==> src/rtl/backend_seq_ctrl_if.sv <==
// -----------------------------------------------------------------------------
// backend_seq_ctrl_if
//
// Purpose : Framed serial configuration port of the analog backend sequencer.
//           The master (host / testbench) drives the port; the controller
//           receives it through the slave modport.
//
// Signals :
//   i_sclk  serial bit clock, asynchronous to the system clock
//   i_sdin  serial data, valid around the i_sclk rising edge
//   i_sen   frame enable, active high; one high window is one frame
// -----------------------------------------------------------------------------
interface backend_seq_ctrl_if;
    logic i_sclk;
    logic i_sdin;
    logic i_sen;

    modport master (output i_sclk, output i_sdin, output i_sen);
    modport slave  (input  i_sclk, input  i_sdin, input  i_sen);
endinterface : backend_seq_ctrl_if

==> src/rtl/backend_seq_ctrl.sv <==
// -----------------------------------------------------------------------------
// backend_seq_ctrl
//
// Purpose : Receives an N_CH-channel gain frame over an oversampled serial
//           port, validates its length (and optionally its parity), then runs
//           the power-up sequence: VCO reset release, amplifier reset release,
//           ready. A new accepted frame at any time reloads the gains and
//           restarts the sequence.
//
// Optional feature:
//   BACKEND_PARITY_EN  defined   -> frame carries one trailing even-parity bit
//                      undefined -> no parity bit, only length is checked
//
// Ports :
//   i_clk        system clock
//   i_resetbAll  asynchronous active-low reset
//   ser          serial port (slave modport: i_sclk, i_sdin, i_sen)
//   o_gain       gains, channel k at [k*GAIN_W +: GAIN_W]
//   o_resetb     per-channel amplifier reset, active low
//   o_resetbvco  VCO reset, active low
//   o_ready      sequence complete
//   o_busy       sequencer active, from accept until o_ready rises
//   o_error      last frame rejected (sticky until the next accept)
// -----------------------------------------------------------------------------
module backend_seq_ctrl #(
    parameter int N_CH    = 2,
    parameter int GAIN_W  = 3,
    parameter int VCO_DLY = 2,
    parameter int AMP_DLY = 10,
    parameter int RDY_DLY = 10
) (
    input  logic                     i_clk,
    input  logic                     i_resetbAll,
    backend_seq_ctrl_if.slave        ser,
    output logic [N_CH*GAIN_W-1:0]   o_gain,
    output logic [N_CH-1:0]          o_resetb,
    output logic                     o_resetbvco,
    output logic                     o_ready,
    output logic                     o_busy,
    output logic                     o_error
);

    localparam int DATA_W = N_CH * GAIN_W;
`ifdef BACKEND_PARITY_EN
    localparam int PAR_W = 1;
`else
    localparam int PAR_W = 0;
`endif
    localparam int FRAME_BITS = DATA_W + PAR_W;
    // Bit counter must hold FRAME_BITS+1 so over-long frames stay detectable.
    localparam int BCNT_W     = $clog2(FRAME_BITS + 2);
    localparam int MAX_VA     = (VCO_DLY > AMP_DLY) ? VCO_DLY : AMP_DLY;
    localparam int MAX_DLY    = (MAX_VA > RDY_DLY) ? MAX_VA : RDY_DLY;
    localparam int CNT_W      = $clog2(MAX_DLY + 1);

    typedef enum logic [2:0] {
        SEQ_IDLE,
        SEQ_VCO,
        SEQ_AMP,
        SEQ_RDY,
        SEQ_DONE
    } seq_state_t;

    // -------------------------------------------------------------------------
    // Synchronisers and edge detectors
    // -------------------------------------------------------------------------
    logic [1:0] sclk_sync;
    logic [1:0] sdin_sync;
    logic [1:0] sen_sync;
    logic       sclk_prev;
    logic       sen_prev;

    // NOTE: sequential state is updated with non-blocking assignments so every
    // flop samples the pre-edge value of its neighbours; blocking here would
    // collapse the two-flop synchroniser into a single stage.
    always_ff @(posedge i_clk or negedge i_resetbAll) begin
        if (!i_resetbAll) begin
            sclk_sync <= '0;
            sdin_sync <= '0;
            sen_sync  <= '0;
            sclk_prev <= 1'b0;
            sen_prev  <= 1'b0;
        end else begin
            sclk_sync <= {sclk_sync[0], ser.i_sclk};
            sdin_sync <= {sdin_sync[0], ser.i_sdin};
            sen_sync  <= {sen_sync[0],  ser.i_sen};
            sclk_prev <= sclk_sync[1];
            sen_prev  <= sen_sync[1];
        end
    end

    logic sclk_rise;
    logic sen_rise;
    logic sen_fall;

    assign sclk_rise = sclk_sync[1] & ~sclk_prev;
    assign sen_rise  = sen_sync[1]  & ~sen_prev;
    assign sen_fall  = ~sen_sync[1] & sen_prev;

    // -------------------------------------------------------------------------
    // Frame receiver
    // -------------------------------------------------------------------------
    logic [FRAME_BITS-1:0] shreg;
    logic [BCNT_W-1:0]     bit_cnt;

    // Right shift: the first bit received (channel 0 LSB) ends up at bit 0.
    // Shift and insert are written without slicing so FRAME_BITS=1 is legal.
    always_ff @(posedge i_clk or negedge i_resetbAll) begin
        if (!i_resetbAll) begin
            shreg   <= '0;
            bit_cnt <= '0;
        end else if (sen_rise) begin
            shreg   <= '0;
            bit_cnt <= '0;
        end else if (sclk_rise && sen_sync[1]) begin
            if (bit_cnt < BCNT_W'(FRAME_BITS)) begin
                shreg <= (shreg >> 1) |
                         (FRAME_BITS'(sdin_sync[1]) << (FRAME_BITS - 1));
            end
            if (bit_cnt <= BCNT_W'(FRAME_BITS)) begin
                bit_cnt <= bit_cnt + BCNT_W'(1);
            end
        end
    end

    logic len_ok;
    logic par_ok;
    logic accept;
    logic reject;

    assign len_ok = (bit_cnt == BCNT_W'(FRAME_BITS));
`ifdef BACKEND_PARITY_EN
    // Even parity over data and parity bit together: XOR of all must be 0.
    assign par_ok = ~^shreg;
`else
    assign par_ok = 1'b1;
`endif
    assign accept = sen_fall &  (len_ok & par_ok);
    assign reject = sen_fall & ~(len_ok & par_ok);

    // -------------------------------------------------------------------------
    // Power-up sequencer
    // -------------------------------------------------------------------------
    seq_state_t          state,      state_nxt;
    logic [CNT_W-1:0]    cnt,        cnt_nxt;
    logic [DATA_W-1:0]   gain_nxt;
    logic [N_CH-1:0]     resetb_nxt;
    logic                resetbvco_nxt;
    logic                ready_nxt;
    logic                busy_nxt;
    logic                error_nxt;

    always_ff @(posedge i_clk or negedge i_resetbAll) begin
        if (!i_resetbAll) begin
            state       <= SEQ_IDLE;
            cnt         <= '0;
            o_gain      <= '0;
            o_resetb    <= '0;
            o_resetbvco <= 1'b0;
            o_ready     <= 1'b0;
            o_busy      <= 1'b0;
            o_error     <= 1'b0;
        end else begin
            state       <= state_nxt;
            cnt         <= cnt_nxt;
            o_gain      <= gain_nxt;
            o_resetb    <= resetb_nxt;
            o_resetbvco <= resetbvco_nxt;
            o_ready     <= ready_nxt;
            o_busy      <= busy_nxt;
            o_error     <= error_nxt;
        end
    end

    // NOTE: every signal written below gets a default first, so no path
    // through the case leaves one unassigned and no latch is inferred.
    always_comb begin
        state_nxt     = state;
        cnt_nxt       = cnt;
        gain_nxt      = o_gain;
        resetb_nxt    = o_resetb;
        resetbvco_nxt = o_resetbvco;
        ready_nxt     = o_ready;
        busy_nxt      = o_busy;
        error_nxt     = o_error;

        if (accept) begin
            // Accept wins over whatever the sequencer was doing.
            gain_nxt      = shreg[DATA_W-1:0];
            resetb_nxt    = '0;
            resetbvco_nxt = 1'b0;
            ready_nxt     = 1'b0;
            busy_nxt      = 1'b1;
            error_nxt     = 1'b0;
            cnt_nxt       = CNT_W'(VCO_DLY);
            state_nxt     = SEQ_VCO;
        end else begin
            if (reject) begin
                error_nxt = 1'b1;
            end
            case (state)
                SEQ_VCO: begin
                    if (cnt == CNT_W'(1)) begin
                        resetbvco_nxt = 1'b1;
                        cnt_nxt       = CNT_W'(AMP_DLY);
                        state_nxt     = SEQ_AMP;
                    end else begin
                        cnt_nxt = cnt - CNT_W'(1);
                    end
                end
                SEQ_AMP: begin
                    if (cnt == CNT_W'(1)) begin
                        resetb_nxt = '1;
                        cnt_nxt    = CNT_W'(RDY_DLY);
                        state_nxt  = SEQ_RDY;
                    end else begin
                        cnt_nxt = cnt - CNT_W'(1);
                    end
                end
                SEQ_RDY: begin
                    if (cnt == CNT_W'(1)) begin
                        ready_nxt = 1'b1;
                        busy_nxt  = 1'b0;
                        state_nxt = SEQ_DONE;
                    end else begin
                        cnt_nxt = cnt - CNT_W'(1);
                    end
                end
                default: ;  // SEQ_IDLE and SEQ_DONE wait for an accept
            endcase
        end
    end

endmodule : backend_seq_ctrl

==> src/flat_wrapper.sv <==
// flat-port wrapper written by rule: the top's interface ports become plain ports
module backend_seq_ctrl_flat 
#(
    parameter int N_CH    = 2,
    parameter int GAIN_W  = 3,
    parameter int VCO_DLY = 2,
    parameter int AMP_DLY = 10,
    parameter int RDY_DLY = 10
)
  (i_clk, i_resetbAll, o_gain, o_resetb, o_resetbvco, o_ready, o_busy, o_error, ser_i_sclk, ser_i_sdin, ser_i_sen);
  backend_seq_ctrl_if ser_i ();
  input  logic i_clk;
  input  logic i_resetbAll;
  output logic [N_CH*GAIN_W-1:0] o_gain;
  output logic [N_CH-1:0] o_resetb;
  output logic o_resetbvco;
  output logic o_ready;
  output logic o_busy;
  output logic o_error;
  input wire logic [$bits(ser_i.i_sclk)-1:0] ser_i_sclk;
  input wire logic [$bits(ser_i.i_sdin)-1:0] ser_i_sdin;
  input wire logic [$bits(ser_i.i_sen)-1:0] ser_i_sen;
  assign ser_i.i_sclk = ser_i_sclk;
  assign ser_i.i_sdin = ser_i_sdin;
  assign ser_i.i_sen = ser_i_sen;
  backend_seq_ctrl #(.N_CH(N_CH), .GAIN_W(GAIN_W), .VCO_DLY(VCO_DLY), .AMP_DLY(AMP_DLY), .RDY_DLY(RDY_DLY)) u_core (.i_clk(i_clk), .i_resetbAll(i_resetbAll), .ser(ser_i), .o_gain(o_gain), .o_resetb(o_resetb), .o_resetbvco(o_resetbvco), .o_ready(o_ready), .o_busy(o_busy), .o_error(o_error));
endmodule
==> config.mk <==
export PLATFORM = sky130hd
export DESIGN_NAME = backend_seq_ctrl_flat
export DESIGN_NICKNAME = d
export VERILOG_FILES = /design/src/rtl/backend_seq_ctrl_if.sv /design/src/rtl/backend_seq_ctrl.sv /design/src/flat_wrapper.sv
export SDC_FILE = /design/constraint.sdc
export NUM_CORES = 1
export LEC_CHECK = 0
export ABC_AREA = 1
export BUFFER_PORTS_ARGS = -buffer_cell sky130_fd_sc_hd__clkbuf_2
export CAP_MARGIN = 20
export CORE_MARGIN = 2
export CORE_UTILIZATION = 40
export DETAILED_ROUTE_END_ITERATION = 6
export MAX_ROUTING_LAYER = met4
export PLACE_DENSITY = 0.62
export SLEW_MARGIN = 20
export SYNTH_ARGS = -nofsm -noshare
export SYNTH_HDL_FRONTEND = slang
export SYNTH_SLANG_ARGS = --single-unit
==> constraint.sdc <==
create_clock -name i_clk -period 1.6 [get_ports i_clk]
set_input_delay 0.16 -clock i_clk [delete_from_list [all_inputs] [get_ports i_clk]]
set_output_delay 0.16 -clock i_clk [all_outputs]
set_load 0.01 [all_outputs]
==> out/results.ini, run 1 <==
[drt]
vias = 1113
dr.first_iter.drc_count = 89
dr.pass1.iters = 4
wire_per_inst_um = 11.2
routed_wl_um = 2700
antenna_left = 0
avgViaCountPerCell = 4.62
drc = 0

[sta]
period_needed_ns = 1.43
tns_ns = 0
skew_ns = 0.00651
worst_pin_slew_ns = 0.500
slew_headroom_pct = 66.6
final.setup.worst_slack_ns = 0.169
clock.fmax_mhz = 699
fin_crit_sh_pct = 89.4
slew_violations = 0
hold_viol_final = 0
rsz0062_at_grt = no
setup-violations-final = 0

[synth]
yosysWarnings = 0
synth_cells = 168
synth_fa_ha_area_share_pct = 3.24
syn_nets = 177
ys_types = 23
synth_simple_gate_area_share_pct = 25.9
synthXorXnorAreaFrac_pct = 1.13
synth_compound_area_share_pct = 6.65
syn_area_um2 = 1540
post_synth_mux_area_share_pct = 0
seq_area_frac_synth_pct = 56.7
synth_top_family_by_area = simple AND/OR/NAND/NOR gates
synth_seq_cells = 35
avgSynthCellArea_um2 = 9.19

[global_routing]
track_usage_pct = 15.6
antenna_found_initial = 0
grt_pass1_vias = 1147
grt_pass1_wl_um = 5000
grt_overflow_total = 0
grt_max_degree = 19

[min_path]
hold_class = flop to flop
min_path_cells = 0

[setup_path]
cp.arrival_ns = 1.61
worst_ep_required_time_ns = 1.78
cp_max_fo = 12
startpoint_type = flop
ff2ff_path_depth = 7
crit_type = flop to flop
endpoint_kind = flop

[run]
cap_viol_max_count = 0

[placement]
post-place-ws_ns = 0.161
numPortBuffers = 16
hpwl_um = 1950
gp_congestion = 0.786

[pwr]
p_comb_share_pct = 31.3
p_sw_uw = 1090
p_int_uw = 2010
p_clk_share_pct = 26.1
peakVddDrop_mv = 0.740
power.leakage_uw = 0.000964
seq_power_share_pct = 42.7
switching_share_pct = 35.2
p_per_area_nw_per_um2 = 1700

[floorplanning]
io_pins = 17
die_height_um = 66.1
initial_core_util_pct = 41.9
fp-row-count = 22
die_x_um = 66.1
coreArea_um2 = 3690
die_area_um2 = 4370

[clock_tree]
cts_root_buffer = clkbuf_8
cts_buffers = 5
cts_hold_buf = 4
cts_tree = built
htreeDepth = 2
cts_sinks = 35
cts_setup_buffers = 0
clock_latency_ns = 0.28
post_cts_resize_count = 0
clockBufferDepth = 2
path_clk_slew_ns = 0.07

[outcome]
status = complete, no violations

[final_layout]
post-route-util_pct = 49.5
areaGrowthSynthToFinish_pct = 18.3
drive_gt1_share_pct = 21.2
fillers = 360
final_common_cell = nand2_1
layout_common_cells = nand2_1 (57), dfrtp_1 (35), clkbuf_2 (16)
n_antenna_cell = 0
nNetsFinal = 201

[cells by family (layout without fill, tap and decap cells)]
logic type / count (synthesis) / after routing
buffers and inverters: 19 / 44
AND/OR/NAND/NOR: 90 / 90
flip-flops: 35 / 35
AO/OA/AOI/OAI: 18 / 18
XOR/XNOR: 2 / 2
adder cells (fa/ha/maj): 4 / 4
[area by class of cell]
cell class	count	area [um^2]	area share [%]
flip-flops and latches	35	876	47.9
multi-input cells	114	569	31.2
repair buffers	23	155	8.49
clock buffers	6	82.6	4.52
well taps	48	60.1	3.29
inverters	13	48.8	2.67
clock inverters	2	35.0	1.92
[power by group through the flow]
stage | clock [uW] | combinational (uW) | sequential [uW]
floorplan | 0 | 724 | 1320
global placement | 0 | 938 | 1330
detailed placement | 0 | 968 | 1340
CTS | 838 | 987 | 1320
global route | 882 | 1120 | 1360
finish | 809 | 970 | 1330
[routing by layer]
metal | track usage [%] | vias to the layer above | share of wire, % | wire length (um)
met2 | 25.1 | 20 | 49 | 1330
met5 | - | - | 0 | 0
met3 | 3.58 | 7 | 3.7 | 99
li1 | - | 579 | - | -
met1 | 18.6 | 507 | 45 | 1210
met4 | 6.89 | 0 | 2.0 | 53
[registers in the layout, indices dropped and copies added, names as in the netlist]
register and count:
u_core.sclk_sync 2, u_core.o_error 1, u_core.cnt 4, u_core.o_ready 1, u_core.sclk_prev 1, u_core.o_resetbvco 1
u_core.o_gain 6, u_core.shreg 6, u_core.sen_sync 2, u_core.o_resetb 1, u_core.sen_prev 1, u_core.state 3
u_core.sdin_sync 2, u_core.o_busy 1, u_core.bit_cnt 3
[synth_stat cells]
master	instances	area, um^2
a21oi_1	4	20.0
buf_2	1	5.00
buf_4	3	22.5
buf_6	2	22.5
dfrtp_1	35	876
ha_1	4	50.1
inv_1	10	37.5
inv_2	3	11.3
nand2_1	57	214
nand2_2	4	25.0
nand3_1	13	65.1
nand4_1	1	6.26
nand4_2	1	12.5
nand4_4	1	21.3
nor2_1	10	37.5
nor2_2	2	12.5
nor3_1	1	5.00
o21ai_0	6	30.0
o21ai_1	4	20.0
o21ai_2	3	26.3
o22ai_1	1	6.26
xnor2_1	1	8.76
xor2_1	1	8.76
[path summary, 6_finish.rpt]
path	startpoint	end	slack, ns
hold / removal	u_core.sclk_sync[0]$_DFF_PN0_	u_core.sclk_sync[1]$_DFF_PN0_	0.36
setup / recovery	u_core.bit_cnt[0]$_DFFE_PN0P_	u_core.cnt[0]$_DFFE_PN0P_	0.17
hold reg to reg	u_core.sclk_sync[0]$_DFF_PN0_	u_core.sclk_sync[1]$_DFF_PN0_	0.36
max in group asynchronous	i_resetbAll	u_core.bit_cnt[1]$_DFFE_PN0P_	0.76
setup reg to reg	u_core.bit_cnt[0]$_DFFE_PN0P_	u_core.cnt[0]$_DFFE_PN0P_	0.17
min in group asynchronous	i_resetbAll	u_core.cnt[2]$_DFFE_PN0P_	0.37
[stage by stage]
| step | cells | total power, uW | cell area, um^2 | hold slack, ns |
|---|---|---|---|---|
| final | 241 | 3100 | 1830 | 0.357 |
| after detailed placement | 229 | 2310 | 1670 | 0.149 |
| after global routing | 241 | 3360 | 1830 | 0.372 |
| after floorplan | 168 | 2040 | 1540 | -0.136 |
| after CTS | 241 | 3150 | 1830 | 0.362 |
| after global placement | 229 | 2270 | 1670 | 0.142 |
[critical path, cell delays in order, from the launching register on]
cell,delay (ns)
dfrtp_1,0.40
inv_1,0.08
ha_1,0.21
nand4_4,0.20
inv_2,0.23
nor2_1,0.07
nand3_1,0.08
nand2_1,0.05
Power figures use the tool's default switching activity.
==> inputs of run 2 (changes only) <==
--- a/config.mk
+++ b/config.mk
@@ -9,10 +9,10 @@
 export BUFFER_PORTS_ARGS = -buffer_cell sky130_fd_sc_hd__clkbuf_2
 export CAP_MARGIN = 20
 export CORE_MARGIN = 2
-export CORE_UTILIZATION = 40
+export CORE_UTILIZATION = 50
 export DETAILED_ROUTE_END_ITERATION = 6
 export MAX_ROUTING_LAYER = met4
-export PLACE_DENSITY = 0.62
+export PLACE_DENSITY = 0.74
 export SLEW_MARGIN = 20
 export SYNTH_ARGS = -nofsm -noshare
 export SYNTH_HDL_FRONTEND = slang
==> run 2 against run 1 <==
Flip-flop and latch count stayed put. Critical path depth stayed put. Highest routed layer unchanged. Utilization is 8.0 points higher. Final cell count is 6.2% lower.
==> out/results.ini, run 2 (same netlist as run 1, synthesis figures left out) <==
[outcome]
status = complete, no violations

[clock_tree]
cts_sinks = 35
clockBufferDepth = 2
cts_setup_buffers = 0
clock_latency_ns = 0.33
htreeDepth = 2
path_clk_slew_ns = 0.10
cts_buffers = 5
cts_tree = built
cts_root_buffer = clkbuf_4

[sta]
period_needed_ns = 1.47
skew_ns = 0.00515
clock.fmax_mhz = 678
fin_crit_sh_pct = 92.1
tns_ns = 0
hold_viol_final = 0
slew_violations = 0
setup-violations-final = 0
slew_headroom_pct = 70.9
rsz0062_at_grt = no
worst_pin_slew_ns = 0.436

[global_routing]
grt_pass1_vias = 989
track_usage_pct = 17.3
grt_max_degree = 36
grt_overflow_total = 0
grt_pass1_wl_um = 4310
antenna_found_initial = 0

[drt]
avgViaCountPerCell = 5.05
routed_wl_um = 2700
dr.pass1.iters = 4
vias = 1142
antenna_left = 0
drc = 0
dr.first_iter.drc_count = 59
wire_per_inst_um = 11.9

[final_layout]
final_common_cell = nand2_1
multi_input_area_um2 = 569
areaGrowthSynthToFinish_pct = 11.9
n_antenna_cell = 0
seq_area_um2 = 876
layout_common_cells = nand2_1 (57), dfrtp_1 (35), clkbuf_2 (16)
nNetsFinal = 201
drive_gt1_share_pct = 20.2
fillers = 270
reg_top3 = u_core.o_gain x6, u_core.shreg x6, u_core.cnt x4

[floorplanning]
io_pins = 17
die_area_um2 = 3550
coreArea_um2 = 3000
initial_core_util_pct = 51.4
die_height_um = 59.6
fp-row-count = 20
die_x_um = 59.6

[setup_path]
timing.rr.end = u_core.cnt[0]$_DFFE_PN0P_
cp_cell_sequence = inv_1 -> ha_1 -> nand4_4 -> inv_2 -> nor2_1 -> nand3_1 -> nand2_1
worst_ep_required_time_ns = 1.83
cp_max_fo = 14
slowest_delay_ns = 0.41
reg2reg_from = u_core.bit_cnt[0]$_DFFE_PN0P_
startpoint_type = flop
ff2ff_path_depth = 7
crit_type = flop to flop
cp.arrival_ns = 1.71
cp_slowest_cell = dfrtp_1
r2r_setup_slack_ns = 0.13
endpoint_kind = flop

[placement]
gp_congestion = 0.855
hpwl_um = 1880
numPortBuffers = 16

[run]
cap_viol_max_count = 0

[min_path]
hold_class = flop to flop
hold_start = u_core.sclk_sync[0]$_DFF_PN0_
hold_end = u_core.sclk_sync[1]$_DFF_PN0_
min_path_cells = 0

[pwr]
p_per_area_nw_per_um2 = 1590
peakVddDrop_mv = 0.913
p_total_uw = 2750
power.leakage_uw = 0.000927

run 2: per-stage QoR:
step / cell area, um^2 / utilization [%] / hold slack, ns / setup slack (ns) / instances
2_1_floorplan: 1540 / - / -0.136 / 0.363 / 168
3_3_place_gp: 1640 / 54.5 / 0.213 / 0.217 / 214
3_5_place_dp: 1640 / 54.5 / 0.221 / 0.125 / 214
4_1_cts: 1730 / 57.5 / 0.359 / 0.109 / 226
5_1_grt: 1730 / 57.5 / 0.375 / 0.0210 / 226
6_report: 1730 / 57.5 / 0.357 / 0.126 / 226
run 2: cell type report:
class	instances	area share, %
multi-input cells	114	32.9
repair buffers	23	8.25
inverters	13	2.82
clock buffers	7	2.61
flip-flops and latches	35	50.7
well taps	33	2.39
clock inverters	1	0.290
run 2: how the worst max path moves through the flow:
stage / depth (start not counted) / to / from
2_1_floorplan: 9 / u_core.cnt[1]$_DFFE_PN0P_ / u_core.cnt[1]$_DFFE_PN0P_
3_3_place_gp: 7 / u_core.cnt[0]$_DFFE_PN0P_ / u_core.bit_cnt[0]$_DFFE_PN0P_
3_5_place_dp: 7 / u_core.cnt[0]$_DFFE_PN0P_ / u_core.bit_cnt[0]$_DFFE_PN0P_
4_1_cts: 7 / u_core.cnt[0]$_DFFE_PN0P_ / u_core.bit_cnt[0]$_DFFE_PN0P_
5_1_grt: 7 / u_core.cnt[0]$_DFFE_PN0P_ / u_core.bit_cnt[0]$_DFFE_PN0P_
6_report: 7 / u_core.cnt[0]$_DFFE_PN0P_ / u_core.bit_cnt[0]$_DFFE_PN0P_
run 2: where the power goes:
part / switching [uW] / internal (uW) / leakage [uW]
clock network: 280 / 171 / 0.0000293
logic: 582 / 391 / 0.000455
registers: 209 / 1120 / 0.000443
run 2: critical path, delay by kind of cell (launching register included):
family	cells	cell delay, ns
adders and majority gates	1	0.23
buffers and inverters	2	0.33
DFF	1	0.41
and+or+nand+nor	4	0.41
run 2: routing by layer:
| layer | GRT usage, % | wire [um] |
|---|---|---|
| met1 | 19.7 | 1170 |
| met2 | 27.5 | 1340 |
| met3 | 6.55 | 143 |
| met4 | 6.98 | 41 |
| met5 | - | 0 |
run 2: repair_timing:
item                      in CTS  in global routing
hold endpoints to repair      38                  0
resized for setup              0                  0
hold buffers                   4                  0
==> inputs of run 3 (changes only) <==
--- a/config.mk
+++ b/config.mk
@@ -5,14 +5,13 @@
 export SDC_FILE = /design/constraint.sdc
 export NUM_CORES = 1
 export LEC_CHECK = 0
-export ABC_AREA = 1
-export BUFFER_PORTS_ARGS = -buffer_cell sky130_fd_sc_hd__clkbuf_2
+export ABC_AREA = 0
 export CAP_MARGIN = 20
-export CORE_MARGIN = 2
 export CORE_UTILIZATION = 50
 export DETAILED_ROUTE_END_ITERATION = 6
+export DONT_BUFFER_PORTS = 1
 export MAX_ROUTING_LAYER = met4
-export PLACE_DENSITY = 0.74
+export PLACE_DENSITY = 0.69
 export SLEW_MARGIN = 20
 export SYNTH_ARGS = -nofsm -noshare
 export SYNTH_HDL_FRONTEND = slang
==> run 3 against run 2 <==
Synthesized cell count fell by 17%. Count of clock-buffer cells in the layout fell by 1. Final area fell by 1.1%. Register-to-register slack got worse by 0.03 ns. The run now ends with design-rule violations left. Global-route usage rose by 1.4 points. Largest power group unchanged. Worst hold slack got worse by 0.11 ns. Non-clock buffer count fell by 10. Via count fell by 13%. Combinational power fell by 78%. Largest cell class unchanged. Final cell count fell by 19%. Highest routed layer unchanged. Setup slack got worse by 0.026 ns.
==> out/results.ini, run 3 <==
[drt]
routed_wl_um = 2660
avgViaCountPerCell = 5.40
antenna_left = 0
dr.first_iter.drc_count = 26
vias = 994
drc = 2
wire_per_inst_um = 14.5
dr.pass1.iters = 6

[sta]
fin_crit_sh_pct = 93.8
slew_violations = 0
setup-violations-final = 0
clock.fmax_mhz = 667
period_needed_ns = 1.50
rsz0062_at_grt = no
worst_pin_slew_ns = 0.333
hold_viol_final = 0
skew_ns = 0.00981
slew_headroom_pct = 77.8
hold_ws_ns = 0.249

[synth]
yosysWarnings = 0
synth_seq_cells = 35
ys_types = 33
synth_area_leaders = dfrtp_1 (58%), nand2_1 (6.5%), ha_1 (3.3%)
synth_cells = 139
netlist_top_cells_count = dfrtp_1 (35), nand2_1 (26), inv_1 (11)
syn_nets = 148
seq_area_frac_synth_pct = 57.9
synth_most_common_cell = dfrtp_1
synth_top_cell_by_area = dfrtp_1
ys.flop_type = dfrtp_1
avgSynthCellArea_um2 = 10.9
ys_async_sr_fraction_pct = 100
syn_area_um2 = 1510
synth_top_cell_area_share_pct = 57.9
synth_edf_count = 0

[final_layout]
drive_gt1_share_pct = 20.3
design_area_um2 = 1710
layout_common_cells = dfrtp_1 (34), nand2_1 (26), inv_1 (10), nor2_1 (10), buf_4 (8)
n_antenna_cell = 0
layout.cells.non_filler = 184
final_common_cell = dfrtp_1
areaGrowthSynthToFinish_pct = 13.1
fillers = 223
nNetsFinal = 162
reg_top3 = u_core.o_gain x6, u_core.shreg x6, u_core.cnt x4

[pwr]
power.leakage_uw = 0.000820
p_total_uw = 1690
p_per_area_nw_per_um2 = 989
peakVddDrop_mv = 0.590

[clock_tree]
clock_latency_ns = 0.34
path_clk_slew_ns = 0.10
clockBufferDepth = 2
cts_buffers = 5
cts_tree = built
htreeDepth = 2
cts_sinks = 35
cts_root_buffer = clkbuf_4

[floorplanning]
initial_core_util_pct = 53.9
die_height_um = 57.0
die_x_um = 57.0
die_area_um2 = 3250
fp-row-count = 19
io_pins = 17
coreArea_um2 = 2810

[setup_path]
endpoint = u_core.state[0]$_DFFE_PN0P_
crit_type = flop to flop
cp.arrival_ns = 1.73
cp_max_fo = 4
ff2ff_path_depth = 6
timing.rr.end = u_core.state[0]$_DFFE_PN0P_
r2r_setup_slack_ns = 0.1
reg2reg_from = u_core.cnt[1]$_DFFE_PN0P_
endpoint_kind = flop
startpoint_type = flop
crit_start = u_core.cnt[1]$_DFFE_PN0P_
worst_ep_required_time_ns = 1.83

[placement]
gp_congestion = 0.822
numPortBuffers = 0
dp_cells = 170
placed_area_um2 = 1560
hpwl_um = 1800

[global_routing]
grt_overflow_total = 0
grt_max_degree = 36
grt_pass1_vias = 988
track_usage_pct = 18.7
antenna_found_initial = 0
grt_pass1_wl_um = 4290

[outcome]
failed_checks = design-rule violations
status = finished with violations

[run]
cap_viol_max_count = 0

[min_path]
hold_class = input port to asynchronous set/reset pin

==> run 3: final cells by class <==
cell class                      instances  area [um^2]  share of cell area, %
Inverter                               11         41.3                   2.42
Clock inverter                          1         5.00                  0.293
Tap cell                               31         38.8                   2.27
Clock buffer                            6         51.3                   3.00
Timing Repair Buffer                   13          120                   7.03
Multi-Input combinational cell         87          576                   33.7
Sequential cell                        35          877                   51.3
==> run 3: kinds of logic after synthesis <==
| logic type | synth area share (%) |
|---|---|
| AND/OR/NAND/NOR | 17.0 |
| flip-flops | 57.9 |
| AO/OA/AOI/OAI | 13.3 |
| buffers and inverters | 5.21 |
| multiplexers | 2.65 |
| adder cells (fa/ha/maj) | 3.31 |
| XOR/XNOR | 0.580 |
==> run 3: worst min-delay path by stage <==
stage	start	endpoint	slack (ns)	cells after the start
floorplan	i_resetbAll	u_core.bit_cnt[0]$_DFFE_PN0P_	-0.14	0
global placement	i_resetbAll	u_core.bit_cnt[0]$_DFFE_PN0P_	-0.13	0
detailed placement	i_resetbAll	u_core.bit_cnt[0]$_DFFE_PN0P_	-0.13	0
CTS	i_resetbAll	u_core.bit_cnt[0]$_DFFE_PN0P_	0.26	2
global route	i_resetbAll	u_core.bit_cnt[0]$_DFFE_PN0P_	0.26	2
finish	i_resetbAll	u_core.bit_cnt[0]$_DFFE_PN0P_	0.25	2
==> run 3: critical path: stages (launching register included) <==
cell and delay [ns]:
dfrtp_1 0.41, inv_2 0.08, ha_4 0.14, nor4b_4 0.26, buf_4 0.17, nor2b_1 0.04, or3_1 0.30
==> run 3: where the power goes <==
group | switching, uW | internal, uW | leakage, uW | total, uW
clock network | 285 | 203 | 0.0000341 | 488
logic | 112 | 105 | 0.000326 | 216
registers | 53.3 | 933 | 0.000460 | 986
==> run 3: routing by layer <==
metal,global-route usage [%],part of all wire (%),vias up
met2,26.1,44,24
li1,-,-,492
met3,7.48,5.6,6
met5,-,0,-
met1,24.2,49,472
met4,8.36,1.8,0
==> run 3: stage by stage <==
step                setup WS [ns]  setup TNS (ns)  utilization (%)
floorplan                   0.181               0                -
global placement            0.109               0             55.5
detailed placement       -0.00201        -0.00201             55.5
CTS                        0.0140               0             60.0
global route               0.0108               0             60.9
finish                     0.0998               0             60.9
==> run 3: repair_timing <==
item / CTS / global route
setup buffers: 1 / 1
pin swaps: 1 / 0
endpoints found under the hold margin: 38 / 0
setup endpoints to repair: 1 / 3
hold buffers: 5 / 0
gates resized for setup: 1 / 4
